**src/rtl/alu_result_buf_if.sv**
```systemverilog
// Handshake/status bundle between the ALU result buffer and its producer/consumer.
// Parity signals exist only when ALU_RESULT_BUF_PARITY_EN is defined.
interface alu_result_buf_if #(
  parameter int DATA_W = 8,
  parameter int OP_W   = 4,
  parameter int DEPTH  = 4,
  parameter int CNT_W  = 8
);
  localparam int OCC_W = $clog2(DEPTH) + 1;

  logic              in_valid;
  logic              out_ready;
  logic [DATA_W-1:0] in_result;
  logic [OP_W-1:0]   in_opcode;
  logic              in_zero;
  logic              in_carry;
  logic              in_overflow;
  logic              in_negative;
  logic              in_div_by_zero;
  logic              out_valid;
  logic              in_ready;
  logic [DATA_W-1:0] out_result;
  logic [OP_W-1:0]   out_opcode;
  logic [4:0]        out_flags;
  logic [OCC_W-1:0]  out_count;
  logic [4:0]        out_sticky;
  logic              in_sticky_clr;
  logic [CNT_W-1:0]  out_err_cnt;
  logic [CNT_W-1:0]  out_drop_cnt;
`ifdef ALU_RESULT_BUF_PARITY_EN
  logic              out_parity;
  logic              in_parity_inject;
`endif

  modport slave (
    input  in_valid, in_result, in_opcode, in_zero, in_carry, in_overflow,
           in_negative, in_div_by_zero, in_ready, in_sticky_clr,
`ifdef ALU_RESULT_BUF_PARITY_EN
    input  in_parity_inject,
    output out_parity,
`endif
    output out_ready, out_valid, out_result, out_opcode, out_flags,
           out_count, out_sticky, out_err_cnt, out_drop_cnt
  );

  modport master (
    output in_valid, in_result, in_opcode, in_zero, in_carry, in_overflow,
           in_negative, in_div_by_zero, in_ready, in_sticky_clr,
`ifdef ALU_RESULT_BUF_PARITY_EN
    output in_parity_inject,
    input  out_parity,
`endif
    input  out_ready, out_valid, out_result, out_opcode, out_flags,
           out_count, out_sticky, out_err_cnt, out_drop_cnt
  );
endinterface

```
**src/rtl/alu_result_buf.sv**
```systemverilog
// Registered FIFO stage behind the ALU with sticky flags and saturating error/drop counters.
// Optional per-entry parity storage enabled by defining ALU_RESULT_BUF_PARITY_EN.
module alu_result_buf #(
  parameter int DATA_W = 8,
  parameter int OP_W   = 4,
  parameter int DEPTH  = 4,
  parameter int CNT_W  = 8
) (
  input logic             in_clk,
  input logic             in_rst,
  alu_result_buf_if.slave bus
);
  localparam int PTR_W = $clog2(DEPTH);
  localparam int OCC_W = PTR_W + 1;
  localparam logic [0:0] ST_EMPTY    = 1'b0;
  localparam logic [0:0] ST_NONEMPTY = 1'b1;

  logic [DATA_W-1:0] res_q [DEPTH];
  logic [OP_W-1:0]   op_q  [DEPTH];
  logic [4:0]        flg_q [DEPTH];
  logic [PTR_W-1:0]  wr_ptr_q, wr_ptr_d;
  logic [PTR_W-1:0]  rd_ptr_q, rd_ptr_d;
  logic [OCC_W-1:0]  count_q, count_d;
  logic [0:0]        state_q, state_d;
  logic [4:0]        sticky_q, sticky_d;
  logic [CNT_W-1:0]  err_q, err_d;
  logic [CNT_W-1:0]  drop_q, drop_d;
  logic [4:0]        in_flags_s;
  logic              full_s;
  logic              ready_s;
  logic              push_s;
  logic              pop_s;

`ifdef ALU_RESULT_BUF_PARITY_EN
  logic par_q [DEPTH];

  function automatic logic even_parity(input logic [OP_W+DATA_W+4:0] v);
    return ^v;
  endfunction
`endif

  assign in_flags_s = {bus.in_div_by_zero, bus.in_negative, bus.in_overflow,
                       bus.in_carry, bus.in_zero};
  assign full_s  = (count_q == OCC_W'(DEPTH));
  // Held low during reset so nothing is taken while state is being cleared.
  assign ready_s = ~in_rst & (~full_s | bus.in_ready);
  assign push_s  = bus.in_valid & ready_s;
  assign pop_s   = (state_q == ST_NONEMPTY) & bus.in_ready;

  assign bus.out_ready    = ready_s;
  assign bus.out_valid    = (state_q == ST_NONEMPTY);
  assign bus.out_result   = res_q[rd_ptr_q];
  assign bus.out_opcode   = op_q[rd_ptr_q];
  assign bus.out_flags    = flg_q[rd_ptr_q];
  assign bus.out_count    = count_q;
  assign bus.out_sticky   = sticky_q;
  assign bus.out_err_cnt  = err_q;
  assign bus.out_drop_cnt = drop_q;
`ifdef ALU_RESULT_BUF_PARITY_EN
  assign bus.out_parity   = par_q[rd_ptr_q];
`endif

  // Next-state for pointers, occupancy and the EMPTY/NONEMPTY view
  always_comb begin
    wr_ptr_d = push_s ? (wr_ptr_q + PTR_W'(1)) : wr_ptr_q;
    rd_ptr_d = pop_s  ? (rd_ptr_q + PTR_W'(1)) : rd_ptr_q;
    case ({push_s, pop_s})
      2'b10:   count_d = count_q + OCC_W'(1);
      2'b01:   count_d = count_q - OCC_W'(1);
      default: count_d = count_q;
    endcase
    if (count_d == OCC_W'(0)) begin
      state_d = ST_EMPTY;
    end else begin
      state_d = ST_NONEMPTY;
    end
  end

  // Next-state for sticky flags and saturating counters
  always_comb begin
    sticky_d = (bus.in_sticky_clr ? 5'b00000 : sticky_q) |
               (push_s ? in_flags_s : 5'b00000);
    if (push_s && bus.in_div_by_zero && (err_q != {CNT_W{1'b1}})) begin
      err_d = err_q + CNT_W'(1);
    end else begin
      err_d = err_q;
    end
    if (bus.in_valid && !ready_s && (drop_q != {CNT_W{1'b1}})) begin
      drop_d = drop_q + CNT_W'(1);
    end else begin
      drop_d = drop_q;
    end
  end

  // Control and status registers
  always_ff @(posedge in_clk or posedge in_rst) begin
    if (in_rst) begin
      wr_ptr_q <= '0;
      rd_ptr_q <= '0;
      count_q  <= '0;
      state_q  <= ST_EMPTY;
      sticky_q <= 5'b00000;
      err_q    <= '0;
      drop_q   <= '0;
    end else begin
      wr_ptr_q <= wr_ptr_d;
      rd_ptr_q <= rd_ptr_d;
      count_q  <= count_d;
      state_q  <= state_d;
      sticky_q <= sticky_d;
      err_q    <= err_d;
      drop_q   <= drop_d;
    end
  end

  // Entry storage; cleared on reset so head outputs read as zero afterwards
  always_ff @(posedge in_clk or posedge in_rst) begin
    if (in_rst) begin
      for (int i = 0; i < DEPTH; i++) begin
        res_q[i] <= '0;
        op_q[i]  <= '0;
        flg_q[i] <= 5'b00000;
`ifdef ALU_RESULT_BUF_PARITY_EN
        par_q[i] <= 1'b0;
`endif
      end
    end else if (push_s) begin
      res_q[wr_ptr_q] <= bus.in_result;
      op_q[wr_ptr_q]  <= bus.in_opcode;
      flg_q[wr_ptr_q] <= in_flags_s;
`ifdef ALU_RESULT_BUF_PARITY_EN
      par_q[wr_ptr_q] <= even_parity({bus.in_opcode, bus.in_result, in_flags_s})
                         ^ bus.in_parity_inject;
`endif
    end
  end
endmodule

```
**src/flat_wrapper.sv**
```systemverilog
// flat-port wrapper written by rule: the top's interface ports become plain ports
module alu_result_buf_flat 
#(
  parameter int DATA_W = 8,
  parameter int OP_W   = 4,
  parameter int DEPTH  = 4,
  parameter int CNT_W  = 8
)
  (in_clk, in_rst, bus_in_valid, bus_in_result, bus_in_opcode, bus_in_zero, bus_in_carry, bus_in_overflow, bus_in_negative, bus_in_div_by_zero, bus_in_ready, bus_in_sticky_clr, bus_out_ready, bus_out_valid, bus_out_result, bus_out_opcode, bus_out_flags, bus_out_count, bus_out_sticky, bus_out_err_cnt, bus_out_drop_cnt);
  alu_result_buf_if #(.DATA_W(DATA_W), .OP_W(OP_W), .DEPTH(DEPTH), .CNT_W(CNT_W)) bus_i ();
  input logic in_clk;
  input logic in_rst;
  input wire logic [$bits(bus_i.in_valid)-1:0] bus_in_valid;
  input wire logic [$bits(bus_i.in_result)-1:0] bus_in_result;
  input wire logic [$bits(bus_i.in_opcode)-1:0] bus_in_opcode;
  input wire logic [$bits(bus_i.in_zero)-1:0] bus_in_zero;
  input wire logic [$bits(bus_i.in_carry)-1:0] bus_in_carry;
  input wire logic [$bits(bus_i.in_overflow)-1:0] bus_in_overflow;
  input wire logic [$bits(bus_i.in_negative)-1:0] bus_in_negative;
  input wire logic [$bits(bus_i.in_div_by_zero)-1:0] bus_in_div_by_zero;
  input wire logic [$bits(bus_i.in_ready)-1:0] bus_in_ready;
  input wire logic [$bits(bus_i.in_sticky_clr)-1:0] bus_in_sticky_clr;
  output wire logic [$bits(bus_i.out_ready)-1:0] bus_out_ready;
  output wire logic [$bits(bus_i.out_valid)-1:0] bus_out_valid;
  output wire logic [$bits(bus_i.out_result)-1:0] bus_out_result;
  output wire logic [$bits(bus_i.out_opcode)-1:0] bus_out_opcode;
  output wire logic [$bits(bus_i.out_flags)-1:0] bus_out_flags;
  output wire logic [$bits(bus_i.out_count)-1:0] bus_out_count;
  output wire logic [$bits(bus_i.out_sticky)-1:0] bus_out_sticky;
  output wire logic [$bits(bus_i.out_err_cnt)-1:0] bus_out_err_cnt;
  output wire logic [$bits(bus_i.out_drop_cnt)-1:0] bus_out_drop_cnt;
  assign bus_i.in_valid = bus_in_valid;
  assign bus_i.in_result = bus_in_result;
  assign bus_i.in_opcode = bus_in_opcode;
  assign bus_i.in_zero = bus_in_zero;
  assign bus_i.in_carry = bus_in_carry;
  assign bus_i.in_overflow = bus_in_overflow;
  assign bus_i.in_negative = bus_in_negative;
  assign bus_i.in_div_by_zero = bus_in_div_by_zero;
  assign bus_i.in_ready = bus_in_ready;
  assign bus_i.in_sticky_clr = bus_in_sticky_clr;
  assign bus_out_ready = bus_i.out_ready;
  assign bus_out_valid = bus_i.out_valid;
  assign bus_out_result = bus_i.out_result;
  assign bus_out_opcode = bus_i.out_opcode;
  assign bus_out_flags = bus_i.out_flags;
  assign bus_out_count = bus_i.out_count;
  assign bus_out_sticky = bus_i.out_sticky;
  assign bus_out_err_cnt = bus_i.out_err_cnt;
  assign bus_out_drop_cnt = bus_i.out_drop_cnt;
  alu_result_buf #(.DATA_W(DATA_W), .OP_W(OP_W), .DEPTH(DEPTH), .CNT_W(CNT_W)) u_core (.in_clk(in_clk), .in_rst(in_rst), .bus(bus_i));
endmodule
```
**config.mk**
```make
export PLATFORM = sky130hd
export DESIGN_NAME = alu_result_buf_flat
export DESIGN_NICKNAME = d
export VERILOG_FILES = /design/src/rtl/alu_result_buf_if.sv /design/src/rtl/alu_result_buf.sv /design/src/flat_wrapper.sv
export SDC_FILE = /design/constraint.sdc
export NUM_CORES = 1
export LEC_CHECK = 0
export ABC_AREA = 1
export ABC_CLOCK_PERIOD_IN_PS = 6150
export CORE_MARGIN = 5
export CORE_UTILIZATION = 35
export DETAILED_ROUTE_END_ITERATION = 16
export PLACE_DENSITY_LB_ADDON = 0.2
export RECOVER_POWER = 50
export SYNTH_ARGS = -nofsm -noshare
export SYNTH_HDL_FRONTEND = slang
export SYNTH_SLANG_ARGS = --single-unit
```
**constraint.sdc**
```tcl
create_clock -name in_clk -period 6.15 [get_ports in_clk]
set_clock_uncertainty 0.15 [all_clocks]
set_input_delay 1.23 -clock in_clk [delete_from_list [all_inputs] [get_ports in_clk]]
set_output_delay 1.23 -clock in_clk [all_outputs]
set_load 0.1 [all_outputs]
```
==> run summary <==
Wire per inst: 15.1 µm
Setup ws final: 1.31 ns
Ports: 65
Seq/Total Area, Yosys: 51.0%
Slew @ Worst Pin: 1.70 ns
Min Clock Period, post-route: 4.84 ns
Final hold vios: 0
Seq cells post-synth: 97
Clock transition at the registers of the reported paths: 0.07 ns
Routability cong.: 0.825
CTS Hold Bufs: 0
Syn_area_per_cell: 8.05 µm²
Rows: 42
ANT cells: 0
CP Data Required Time: 4.77 ns
Post-Layout Cell Count: 827
Final WL: 12400 µm
Final #Nets: 676
PortBufs: 64
Yosys warns: 0
Max Freq: 206 MHz
Failing checks: capacitance limit, slew limit
Initial DRC count: 356
Share of layout cells above drive strength 1: 5.22%
Gr usage total: 15.8%
Clock H-tree levels: 3
CP arrival: 3.46 ns
Area Overhead vs Synth: 22.0%
Post-placement cell count: 811
Number of vias per cell: 4.92
Clock buffer depth: 2
Initial Util: 35.8%
Status: finished, violations left
Post-CTS setup buffers: 0
Sum of net half-perimeters after detailed placement: 7850 µm
Worst slack at placement: 1.35 ns
Sink Count: 97
Total negative slack: 0 ns
Critical path startpoint category: primary input
Crit-path max FO: 33
Fill cells: 1369
DRC viols: 0
# resized after CTS: 0
Cells after Synth: 591
Max_slew headroom: -13.5%
Period utilization: 78.8%
GR Overflow Total: 0
Initial antenna violation count: 0
Clk Latency, worst-skew pair: 0.34 ns
Post-synth cell types: 31
Remaining antenna violation count: 0
CTS buffer count: 9
Largest net degree at the start of global routing: 76
CTS tree: built
Syn Std Cell Area: 0.00476 mm²
Core Footprint: 0.0133 mm²
Max_cap viols: 1
Placed Area: 0.00553 mm²
Pre-antenna DRT Iters: 5
Syn nets: 621
Final non-filler cell area: 0.00580 mm²
First-pass GRT wire length: 20700 µm
Routed vias: 4072
Max Slew Vio Count: 69
Final setup fails: 0
Vias in the first global route: 4062
Chip width: 127 µm
Die height: 127 µm
Hold Path Class: reg -> reg
Worst setup EP type: primary output
Critical Setup Path Class: in -> out
Die area: 0.0160 mm²
Root Buffer: clkbuf_16
RSZ-0062 raised after global routing: no
cells in the mapped netlist, drive strengths merged:
master | n | area [µm²]
nand4 | 1 | 6.26
o21bai | 8 | 60.1
nand3b | 1 | 7.51
dfrtp | 97 | 2430
mux2 | 1 | 11.3
buf | 13 | 81.3
o22ai | 17 | 106
o21ai | 112 | 561
ha | 7 | 87.6
inv | 37 | 139
nand3 | 15 | 92.6
nor3 | 2 | 21.3
clkbuf | 13 | 52.6
xnor2 | 3 | 26.3
nand2 | 200 | 756
nor2 | 56 | 241
xor2 | 7 | 61.3
fa | 1 | 20.0
cells by family after synthesis:
| logic type | after synthesis | share of synthesized area [%] |
|---|---|---|
| and+or+nand+nor | 275 | 23.6 |
| AOI/OAI and AO/OA | 137 | 15.3 |
| DFF | 97 | 51.0 |
| buffers and inverters | 63 | 5.73 |
| xor gates and xnor gates | 10 | 1.84 |
| adders and majority gates | 8 | 2.26 |
| muxes | 1 | 0.237 |
worst max-delay path, stage by stage:
cell and delay, ns:
dlygate4sd3_1 0.57, inv_4 0.32, nand2_1 0.14, inv_1 0.07, clkdlybuf4s50_1 1.13
layout by cell type, fill, tap and decap left out, types with 5 or more instances in the layout:
cell / count
buf_4: 5
clkbuf_16: 9
clkdlybuf4s50_1: 62
dfrtp_1: 97
ha_1: 7
inv_1: 32
nand2_1: 198
nand3_1: 15
nor2_1: 52
o21ai_0: 108
o21bai_1: 8
o22ai_1: 17
xor2_1: 7
sequential cells by signal, indices dropped and copies added, names as in the netlist, 3 cells and up:
signal	cells
u_core.bus.out_count	3
u_core.bus.out_drop_cnt	8
u_core.bus.out_err_cnt	8
u_core.bus.out_sticky	5
u_core.flg_q	20
u_core.op_q	16
u_core.res_q	32
worst paths after layout:
path | startpoint | end | slack (ns) | cells after the start
max | in_rst | bus_out_ready | 1.31 | 5
min | u_core.res_q[7] | u_core.res_q[7] | 0.34 | 2
max reg2reg | u_core.bus.out_count[0] | u_core.flg_q[12] | 3.79 | 7
min reg2reg | u_core.res_q[7] | u_core.res_q[7] | 0.34 | 2
max in group asynchronous | in_rst | u_core.rd_ptr_q[1] | 2.65 | 3
min in group asynchronous | in_rst | u_core.bus.out_sticky[4] | 1.20 | 2
stage by stage:
stage                     utilization, %  hold WS, ns
after floorplan                        -        0.292
after global placement              41.6        0.316
after detailed placement            41.6        0.324
after CTS                           43.9        0.339
after global routing                43.6        0.357
final                               43.6        0.336
final cells by class:
type	instances	area [µm²]	share of cell area (%)
Sequential cell	97	2430	41.8
Multi-Input combinational cell	431	2030	35.0
Timing Repair Buffer	70	683	11.8
Clock buffer	11	243	4.18
Tap cell	176	220	3.79
Inverter	37	141	2.44
Clock inverter	5	55.1	0.949
per-layer routing:
metal / vias to the layer above / wire (µm) / track usage [%]
li1: 2014 / - / -
met1: 1947 / 5710 / 21.2
met4: 0 / 126 / 3.79
met3: 10 / 620 / 3.53
met5: - / 0 / 0
met2: 101 / 5990 / 26.1
Power is not shown: default switching activity piles up to over one toggle a cycle in this logic, so the estimate is an artifact.
